### config.mk
export PLATFORM = sky130hd
export DESIGN_NAME = uart_tx_feeder_flat
export DESIGN_NICKNAME = d
export VERILOG_FILES = /design/src/rtl/uart_tx_feeder_if.sv /design/src/rtl/uart_tx_feeder.sv /design/src/flat_wrapper.sv
export SDC_FILE = /design/constraint.sdc
export NUM_CORES = 1
export LEC_CHECK = 0
export CORE_MARGIN = 10
export CORE_UTILIZATION = 45
export DETAILED_ROUTE_END_ITERATION = 8
export PLACE_DENSITY_LB_ADDON = 0.1
export SLEW_MARGIN = 20
export SYNTH_ARGS = -nofsm -noshare
export SYNTH_HDL_FRONTEND = slang
export SYNTH_SLANG_ARGS = --single-unit
### constraint.sdc
create_clock -name clk -period 2 [get_ports clk]
set_clock_uncertainty 0.05 [all_clocks]
set_input_delay 0.4 -clock clk [delete_from_list [all_inputs] [get_ports clk]]
set_output_delay 0.4 -clock clk [all_outputs]
set_load 0.1 [all_outputs]
### src/rtl/uart_tx_feeder_if.sv
// Host write / transmitter handshake bundle for uart_tx_feeder.
// master = environment (host + transmitter), slave = the feeder itself.
interface uart_tx_feeder_if #(
  parameter int data_width = 8,
  parameter int addr_width = 4
);
  logic                  wr_en;
  logic [data_width-1:0] wr_data;
  logic                  pause;
  logic                  ovf_clr;
  logic                  full;
  logic                  empty;
  logic [addr_width:0]   count;
  logic                  overflow;
  logic                  tx_en;
  logic [data_width-1:0] tx_data;
  logic                  tx_done;
  logic                  tx_timeout;

  modport master (
    output wr_en, wr_data, pause, ovf_clr, tx_done,
    input  full, empty, count, overflow, tx_en, tx_data, tx_timeout
  );

  modport slave (
    input  wr_en, wr_data, pause, ovf_clr, tx_done,
    output full, empty, count, overflow, tx_en, tx_data, tx_timeout
  );
endinterface

### src/rtl/uart_tx_feeder.sv
// Byte FIFO feeding a UART transmitter over a tx_en/tx_data/tx_done handshake,
// with inter-frame gap, stall timeout and sticky overflow reporting.
module uart_tx_feeder #(
  parameter int data_width     = 8,
  parameter int fifo_depth     = 16,
  parameter int addr_width     = 4,
  parameter int timeout_cycles = 2_000_000,
  parameter int gap_cycles     = 0
) (
  input  logic             clk,
  input  logic             rst_n,
  uart_tx_feeder_if.slave  bus
);

  localparam int TW = $clog2(timeout_cycles);
  localparam int GW = (gap_cycles > 1) ? $clog2(gap_cycles) : 1;
  localparam logic [TW-1:0]       TLAST = TW'(timeout_cycles - 1);
  localparam logic [GW-1:0]       GLAST = GW'((gap_cycles > 0) ? gap_cycles - 1 : 0);
  localparam logic [addr_width:0] DEPTH = (addr_width + 1)'(fifo_depth);

  typedef enum logic [1:0] {IDLE, WAIT_DONE, GAP} state_t;

  state_t state, state_nxt;

  logic [data_width-1:0] mem [fifo_depth];
  logic [addr_width-1:0] wr_ptr, rd_ptr;
  logic [addr_width:0]   count_r, count_nxt;
  logic                  full_r, empty_r, ovf_r, tmo_r;
  logic [data_width-1:0] data_r;
  logic [TW-1:0]         timer;
  logic [GW-1:0]         gap_cnt;
  logic                  pop, wr_ok, tmo_hit, tx_en_c;

  // state register
  always_ff @(posedge clk) begin
    if (!rst_n) state <= IDLE;
    else        state <= state_nxt;
  end

  // next-state logic
  always_comb begin
    state_nxt = state;
    unique case (state)
      IDLE:      if (!empty_r && !bus.pause) state_nxt = WAIT_DONE;
      WAIT_DONE: if (bus.tx_done || timer == TLAST)
                   state_nxt = (gap_cycles > 0) ? GAP : IDLE;
      GAP:       if (gap_cnt == GLAST) state_nxt = IDLE;
      default:   state_nxt = IDLE;
    endcase
  end

  // state-decoded outputs and strobes
  always_comb begin
    pop     = (state == IDLE) && !empty_r && !bus.pause;
    tmo_hit = (state == WAIT_DONE) && !bus.tx_done && (timer == TLAST);
    tx_en_c = (state == WAIT_DONE);
  end

  always_ff @(posedge clk) begin
    if (!rst_n) begin
      timer   <= '0;
      gap_cnt <= '0;
    end else begin
      if (pop)                     timer <= '0;
      else if (state == WAIT_DONE) timer <= timer + 1'b1;
      if (state == GAP) gap_cnt <= gap_cnt + 1'b1;
      else              gap_cnt <= '0;
    end
  end

  // A full FIFO rejects a write even when a pop frees a slot this cycle.
  always_comb begin
    wr_ok     = bus.wr_en && !full_r;
    count_nxt = count_r;
    if (wr_ok && !pop)      count_nxt = count_r + 1'b1;
    else if (!wr_ok && pop) count_nxt = count_r - 1'b1;
  end

  always_ff @(posedge clk) begin
    if (wr_ok) mem[wr_ptr] <= bus.wr_data;
  end

  always_ff @(posedge clk) begin
    if (!rst_n) begin
      wr_ptr  <= '0;
      rd_ptr  <= '0;
      count_r <= '0;
      full_r  <= 1'b0;
      empty_r <= 1'b1;
      ovf_r   <= 1'b0;
      tmo_r   <= 1'b0;
      data_r  <= '0;
    end else begin
      if (wr_ok) wr_ptr <= wr_ptr + 1'b1;
      if (pop) begin
        rd_ptr <= rd_ptr + 1'b1;
        data_r <= mem[rd_ptr];
      end
      count_r <= count_nxt;
      full_r  <= (count_nxt == DEPTH);
      empty_r <= (count_nxt == '0);
      if (bus.wr_en && full_r) ovf_r <= 1'b1;
      else if (bus.ovf_clr)    ovf_r <= 1'b0;
      tmo_r <= tmo_hit;
    end
  end

  assign bus.full       = full_r;
  assign bus.empty      = empty_r;
  assign bus.count      = count_r;
  assign bus.overflow   = ovf_r;
  assign bus.tx_en      = tx_en_c;
  assign bus.tx_data    = data_r;
  assign bus.tx_timeout = tmo_r;

endmodule

### src/flat_wrapper.sv
// flat-port wrapper written by rule: the top's interface ports become plain ports
module uart_tx_feeder_flat 
#(
  parameter int data_width     = 8,
  parameter int fifo_depth     = 16,
  parameter int addr_width     = 4,
  parameter int timeout_cycles = 2_000_000,
  parameter int gap_cycles     = 0
)
  (clk, rst_n, bus_wr_en, bus_wr_data, bus_pause, bus_ovf_clr, bus_tx_done, bus_full, bus_empty, bus_count, bus_overflow, bus_tx_en, bus_tx_data, bus_tx_timeout);
  uart_tx_feeder_if #(.data_width(data_width), .addr_width(addr_width)) bus_i ();
  input  logic clk;
  input  logic rst_n;
  input wire logic [$bits(bus_i.wr_en)-1:0] bus_wr_en;
  input wire logic [$bits(bus_i.wr_data)-1:0] bus_wr_data;
  input wire logic [$bits(bus_i.pause)-1:0] bus_pause;
  input wire logic [$bits(bus_i.ovf_clr)-1:0] bus_ovf_clr;
  input wire logic [$bits(bus_i.tx_done)-1:0] bus_tx_done;
  output wire logic [$bits(bus_i.full)-1:0] bus_full;
  output wire logic [$bits(bus_i.empty)-1:0] bus_empty;
  output wire logic [$bits(bus_i.count)-1:0] bus_count;
  output wire logic [$bits(bus_i.overflow)-1:0] bus_overflow;
  output wire logic [$bits(bus_i.tx_en)-1:0] bus_tx_en;
  output wire logic [$bits(bus_i.tx_data)-1:0] bus_tx_data;
  output wire logic [$bits(bus_i.tx_timeout)-1:0] bus_tx_timeout;
  assign bus_i.wr_en = bus_wr_en;
  assign bus_i.wr_data = bus_wr_data;
  assign bus_i.pause = bus_pause;
  assign bus_i.ovf_clr = bus_ovf_clr;
  assign bus_i.tx_done = bus_tx_done;
  assign bus_full = bus_i.full;
  assign bus_empty = bus_i.empty;
  assign bus_count = bus_i.count;
  assign bus_overflow = bus_i.overflow;
  assign bus_tx_en = bus_i.tx_en;
  assign bus_tx_data = bus_i.tx_data;
  assign bus_tx_timeout = bus_i.tx_timeout;
  uart_tx_feeder #(.data_width(data_width), .fifo_depth(fifo_depth), .addr_width(addr_width), .timeout_cycles(timeout_cycles), .gap_cycles(gap_cycles)) u_core (.clk(clk), .rst_n(rst_n), .bus(bus_i));
endmodule
==> results of run 1 <==
[through the flow]
stage / cells / hold slack [ps] / area, sq um
finish: 748 / 431 / 8530
global route: 748 / 462 / 8530
CTS: 748 / 438 / 8510
detailed placement: 716 / 424 / 7910
global placement: 716 / 413 / 7910
floorplan: 457 / 422 / 7090
[report_power, final]
part | leakage, nW | internal [W] | switching (W)
clock | 0.283 | 0.00207 | 0.00129
sequential | 1.54 | 0.00402 | 0.000102
combinational | 1.01 | 0.000617 | 0.000978
total | 2.83 | 0.00670 | 0.00237
[sequential cells by signal, indices dropped and copies added (netlist names), 4 cells and up]
signal / cells
u_core.mem: 128
u_core.wr_ptr: 4
u_core.timer: 21
u_core.bus.tx_data: 8
u_core.rd_ptr: 4
u_core.bus.count: 5
[kinds of logic (layout without fill, tap and decap cells)]
family                     count (synthesis)  count (layout)  share of synthesized area [%]
DFF                                      175             175                           67.7
xor gates and xnor gates                  27              27                           3.35
buffers and inverters                     32             112                           2.07
and+or+nand+nor                          133             133                           9.96
adders and majority gates                  8               8                           1.42
AOI/OAI and AO/OA                         49              49                           5.12
muxes                                     33              33                           10.3
[Yosys cell counts, drive strengths merged]
library cell,instances,area share [%]
edfxtp,128,54
dfxtp,47,13
nor2,41,2.2
mux4,32,10
nand2,24,1.3
xnor2,18,2.2
a22oi,17,1.8
and2,13,1.2
clkbuf,13,0.83
buf,12,0.87
nand4,11,0.97
a21oi,10,0.71
xor2,9,1.1
a31o,8,0.99
ha,8,1.4
inv,7,0.37
nand3,7,0.50
nor3,7,0.50
nor4,5,0.44
and4,4,0.51
nand2b,4,0.46
a21boi,3,0.32
and3,3,0.27
nor4b,3,0.46
o21ai,3,0.21
or3,3,0.34
a31oi,2,0.27
nor2b,2,0.18
a211oi,1,0.18
and2b,1,0.11
and4b,1,0.14
mux2i,1,0.14
nand4b,1,0.12
nor3b,1,0.11
o211ai,1,0.11
o21a,1,0.11
o311a,1,0.14
o41a,1,0.16
o41ai,1,0.12
or2,1,0.089
or4,1,0.16
[cell type report]
type	instances	area [sq um]
Multi-Input combinational cell	250	2170
Sequential cell	175	4800
Inverter	7	26.3
Clock buffer	19	433
Clock inverter	13	170
Tap cell	211	264
Timing Repair Buffer	73	668
Fill cell	1257	6790
[what timing repair did]
item                                    CTS  global route
resized for setup                         0             3
endpoints found under the setup margin    0             4
buffers inserted                          0             0
hold buffers                              0             0
[final timing paths]
path	startpoint	to	cells past startpoint
worst min-delay path	u_core.bus.tx_data[4]$_SDFFE_PN0P_	u_core.bus.tx_data[4]$_SDFFE_PN0P_	1
worst max register to register	u_core.rd_ptr[0]$_SDFFE_PN0P_	u_core.bus.tx_data[4]$_SDFFE_PN0P_	5
worst min register to register	u_core.bus.tx_data[4]$_SDFFE_PN0P_	u_core.bus.tx_data[4]$_SDFFE_PN0P_	1
worst max-delay path	u_core.rd_ptr[0]$_SDFFE_PN0P_	u_core.bus.tx_data[4]$_SDFFE_PN0P_	5
[per-layer routing]
layer	track usage [%]	up-vias
li1	-	1889
met1	17.4	1999
met2	21.9	87
met3	4.10	10
met4	3.59	0
met5	0	-
==> results.toml, run 1 <==
[route]
wl_met3_um = 775
avgRoutedWirePerCell_um = 19.0
wl_met2_um = 6910
drt_iter0_drc = 243
viasPerCell = 5.33
met1_length_um = 6410
final_antenna_net_count = 0
firstDrtPassIters = 4
drt_wl_total_um = 14200
drc = 0
highest_layer = "met4"
vias = 3985

[cts]
clockBufferDepth = 2
clkSlewWorstSetupHoldPaths_ps = 60
cts_tree = "yes"
numCtsBuffers = 17
cts_max_level = 4
clkLatencyLatePin_ps = 420
cts_sinks = 175
clock-root-buffer = "clkbuf_16"

[timing]
max_freq_ghz = 0.523
hold_violations = 0
relSlewSlack_pct = 59.9
drv_slew = 0
setup_viol = 0
tightest_slew_ps = 599
tns_ps = 0
postLayoutSetupSlackWorst_ps = 86.8
fin_crit_sh_pct = 95.7
rsz0062_at_grt = "true"
min_period_ps = 1910

[worst_hold_path]
hold_class = "reg -> reg"

[placed_design]
dp_hpwl_um = 9680
pre_cts_ws_ps = -236
gp_congestion = 0.820
io_buffer_count = 31

[grt]
track_usage_pct = 13.6
grt_pass1_wl_um = 22500
antenna_found_initial = 0
grt_max_degree = 36
grt_pass1_vias = 4058
grt_overflow = 0

[floorplan]
die_x_um = 145
initial_core_util_pct = 46.1
coreArea_sq_mm = 0.0153
io_pins = 32
die_area_sq_mm = 0.0211
fp.dieH_um = 145
fp-row-count = 45

[logic_synthesis]
yosysUniqueCellTypes = 49
yosysSeqAreaShare_pct = 67.7
syn_area_per_cell_sq_um = 15.5
yosys_warnings = 0
ys_ff_latch = 175
syn-num-nets = 479
synth_cells = 457
netlist_area_sq_mm = 0.00706

[run_status]
status = "completed"

[worst_setup_path]
cp_slowest_stage_delay_ps = 500
critPathRequiredTime_ps = 2260
r2r_setup_slack_ps = 90
slowest_stage = "mux4_2"
cp_top_family = "compound AO/OA/AOI/OAI gates"
crit_path_cell_trace = "buf_12 -> mux4_2 -> a22oi_1 -> a21oi_1 -> a31o_1"
cp.buffers_inverters = 1
worstPathArrival_ps = 2170
criticalPathCategory = "reg -> reg"
worstSetupStartpointType = "register"
crit_fanout = 13
cp-end-kind = "register"

[run]
maxCapViolCount = 0

[finish]
nNetsFinal = 546
areaGrowthSynthToFinish_pct = 20.7
fin_util_pct = 55.7
final_cell_mix = "edfxtp_1, buf_4, nor2_1"
layout-drive-gt1-share_pct = 25.9
final_common_cell = "edfxtp_1"
num_antenna_cells = 0

[power_and_ir_drop]
p_total_w = 0.00907
leakage_nw = 2.83
ir_drop_mv = 0.664
p_per_area_mw_per_mm2 = 1060
(Power assumes the default switching activity.)
==> run 2: changes to the inputs <==
--- a/config.mk
+++ b/config.mk
@@ -9,7 +9,7 @@
 export CORE_UTILIZATION = 45
 export DETAILED_ROUTE_END_ITERATION = 8
 export PLACE_DENSITY_LB_ADDON = 0.1
-export SLEW_MARGIN = 20
+export SLEW_MARGIN = 10
 export SYNTH_ARGS = -nofsm -noshare
 export SYNTH_HDL_FRONTEND = slang
 export SYNTH_SLANG_ARGS = --single-unit
==> results of run 2 <==
No change in the layout: final DEF, timing and power equal those of run 1.
==> run 3: changes to the inputs <==
--- a/config.mk
+++ b/config.mk
@@ -8,6 +8,7 @@
 export CORE_MARGIN = 10
 export CORE_UTILIZATION = 45
 export DETAILED_ROUTE_END_ITERATION = 8
+export GPL_TIMING_DRIVEN = 0
 export PLACE_DENSITY_LB_ADDON = 0.1
 export SLEW_MARGIN = 10
 export SYNTH_ARGS = -nofsm -noshare
==> results.toml, run 3 (same netlist as run 1, synthesis figures left out) <==
[power_and_ir_drop]
seqPwrFrac_pct = 45.4
combPwrFrac_pct = 17.9
p_int_w = 0.00657
p_sw_share_pct = 27.2
p_switching_w = 0.00245
ir_drop_mv = 0.643
p_per_area_mw_per_mm2 = 1050
p_total_w = 0.00901
leakage_nw = 2.68
clock_power_share_pct = 36.7

[floorplan]
coreArea_sq_mm = 0.0153
die_x_um = 145
io_pins = 32
fp-row-count = 45
fp.dieH_um = 145
die_area_sq_mm = 0.0211
initial_core_util_pct = 46.1

[timing]
min_period_ps = 1940
relSlewSlack_pct = 44.2
postLayoutSetupSlackWorst_ps = 64.8
hold_ws_ps = 294
drv_slew = 0
tightest_slew_ps = 834
tns_ps = 0
max_freq_ghz = 0.517
setup_viol = 0
hold_violations = 0
fin_crit_sh_pct = 96.8

[cts]
clkLatencyLatePin_ps = 420
numCtsBuffers = 17
clock-root-buffer = "clkbuf_16"
hold_buffers = 0
cts_sinks = 175
clockBufferDepth = 2
cts_max_level = 4
cts_tree = "yes"
clkSlewWorstSetupHoldPaths_ps = 60

[placed_design]
gp_congestion = 0.774
dp_hpwl_um = 9680
io_buffer_count = 30
pre_cts_ws_ps = -691

[route]
drt_wl_total_um = 14500
drt_iter0_drc = 311
firstDrtPassIters = 6
vias = 3950
final_antenna_net_count = 0
avgRoutedWirePerCell_um = 19.8
drc = 0
viasPerCell = 5.39

[grt]
antenna_found_initial = 0
track_usage_pct = 14.2
grt_max_degree = 17
grt_pass1_vias = 4093
grt_pass1_wl_um = 23000
grt_overflow = 0

[worst_setup_path]
worstSetupStartpointType = "register"
r2r_setup_slack_ps = 60
slowest_stage = "mux4_2"
criticalPathCategory = "reg -> reg"
cp.depth = 6
worstPathArrival_ps = 2200
cp.buffers_inverters = 2
cp-end-kind = "register"
crit_path_cell_trace = "buf_6 -> buf_12 -> mux4_2 -> a22oi_2 -> a21oi_1 -> a31o_1"
crit_fanout = 10
cp_slowest_stage_delay_ps = 530
critPathRequiredTime_ps = 2260
cp_top_family = "compound AO/OA/AOI/OAI gates"
r2r_cells = 6

[finish]
nNetsFinal = 531
largest-register = "u_core.mem"
final_cell_mix = "edfxtp_1, dfxtp_1, mux4_2"
final_common_cell = "edfxtp_1"
register_area_sq_mm = 0.00480
largest_register_ffs = 128
num_antenna_cells = 0
fin_util_pct = 55.9
fill_cells = 1265
layout-drive-gt1-share_pct = 27.2
areaGrowthSynthToFinish_pct = 21.3
multi_input_area_sq_mm = 0.00232

[worst_hold_path]
hold_class = "in -> reg"
hold-path-cell-count = 3

[run]
maxCapViolCount = 0

[run_status]
status = "completed"
run 3: cell count changes in the layout (fill, tap and decap cells not counted), moves of 6 or more:
cell             previous run  this run
nor2_2                      0         7
buf_4                      53         5
nor2_1                     41        29
clkbuf_1                    2         8
clkdlybuf4s15_2             0        18
run 3: per-stage QoR:
step                      instances  cell area (sq um)
after detailed placement        698               7660
after CTS                       734               8460
after floorplan                 457               7090
after global routing            733               8570
final                           733               8570
after global placement          698               7660
run 3: worst paths after layout:
kind,from,to
setup / recovery,u_core.rd_ptr[0]$_SDFFE_PN0P_,u_core.bus.tx_data[6]$_SDFFE_PN0P_
hold / removal,bus_wr_en,u_core.bus.overflow$_SDFFE_PN0P_
setup reg to reg,u_core.rd_ptr[0]$_SDFFE_PN0P_,u_core.bus.tx_data[6]$_SDFFE_PN0P_
hold reg to reg,u_core.bus.tx_data[7]$_SDFFE_PN0P_,u_core.bus.tx_data[7]$_SDFFE_PN0P_
run 3: routing by layer:
layer	GRT usage, %	up-vias	share of wire, %
li1	-	1860	-
met3	4.16	14	5.1
met1	18.7	2000	45
met5	0	-	0
met4	4.20	0	1.5
met2	22.3	76	48
run 3: area by class of cell:
type	count	share of cell area, %
Sequential cell	175	56.0
Multi-Input combinational cell	250	27.1
Clock buffer	18	5.01
Timing Repair Buffer	35	4.53
Tap cell	211	3.08
Buffer	23	2.10
Clock inverter	14	1.93
Inverter	7	0.307
run 3: timing repair:
action | 4_1_cts | 5_1_grt
endpoints found under the setup margin | 156 | 116
setup buffers | 4 | 1
cloned | 0 | 0
resized for setup | 94 | 22
pin swaps | 4 | 6
run 3: worst register-to-register path: cells and delay by family (launching register included):
family | cells | cell delay (ps)
AOI/OAI and AO/OA | 3 | 600
muxes | 1 | 540
DFF | 1 | 340
buffers and inverters | 2 | 300
run 3: power groups by stage:
stage	Clock [W]	Sequential, W	Combinational [W]
6_report	0.00331	0.00410	0.00161
5_1_grt	0.00351	0.00411	0.00172
3_3_place_gp	0	0.00416	0.00150
2_1_floorplan	0	0.00458	0.000688
3_5_place_dp	0	0.00417	0.00151
4_1_cts	0.00337	0.00409	0.00159
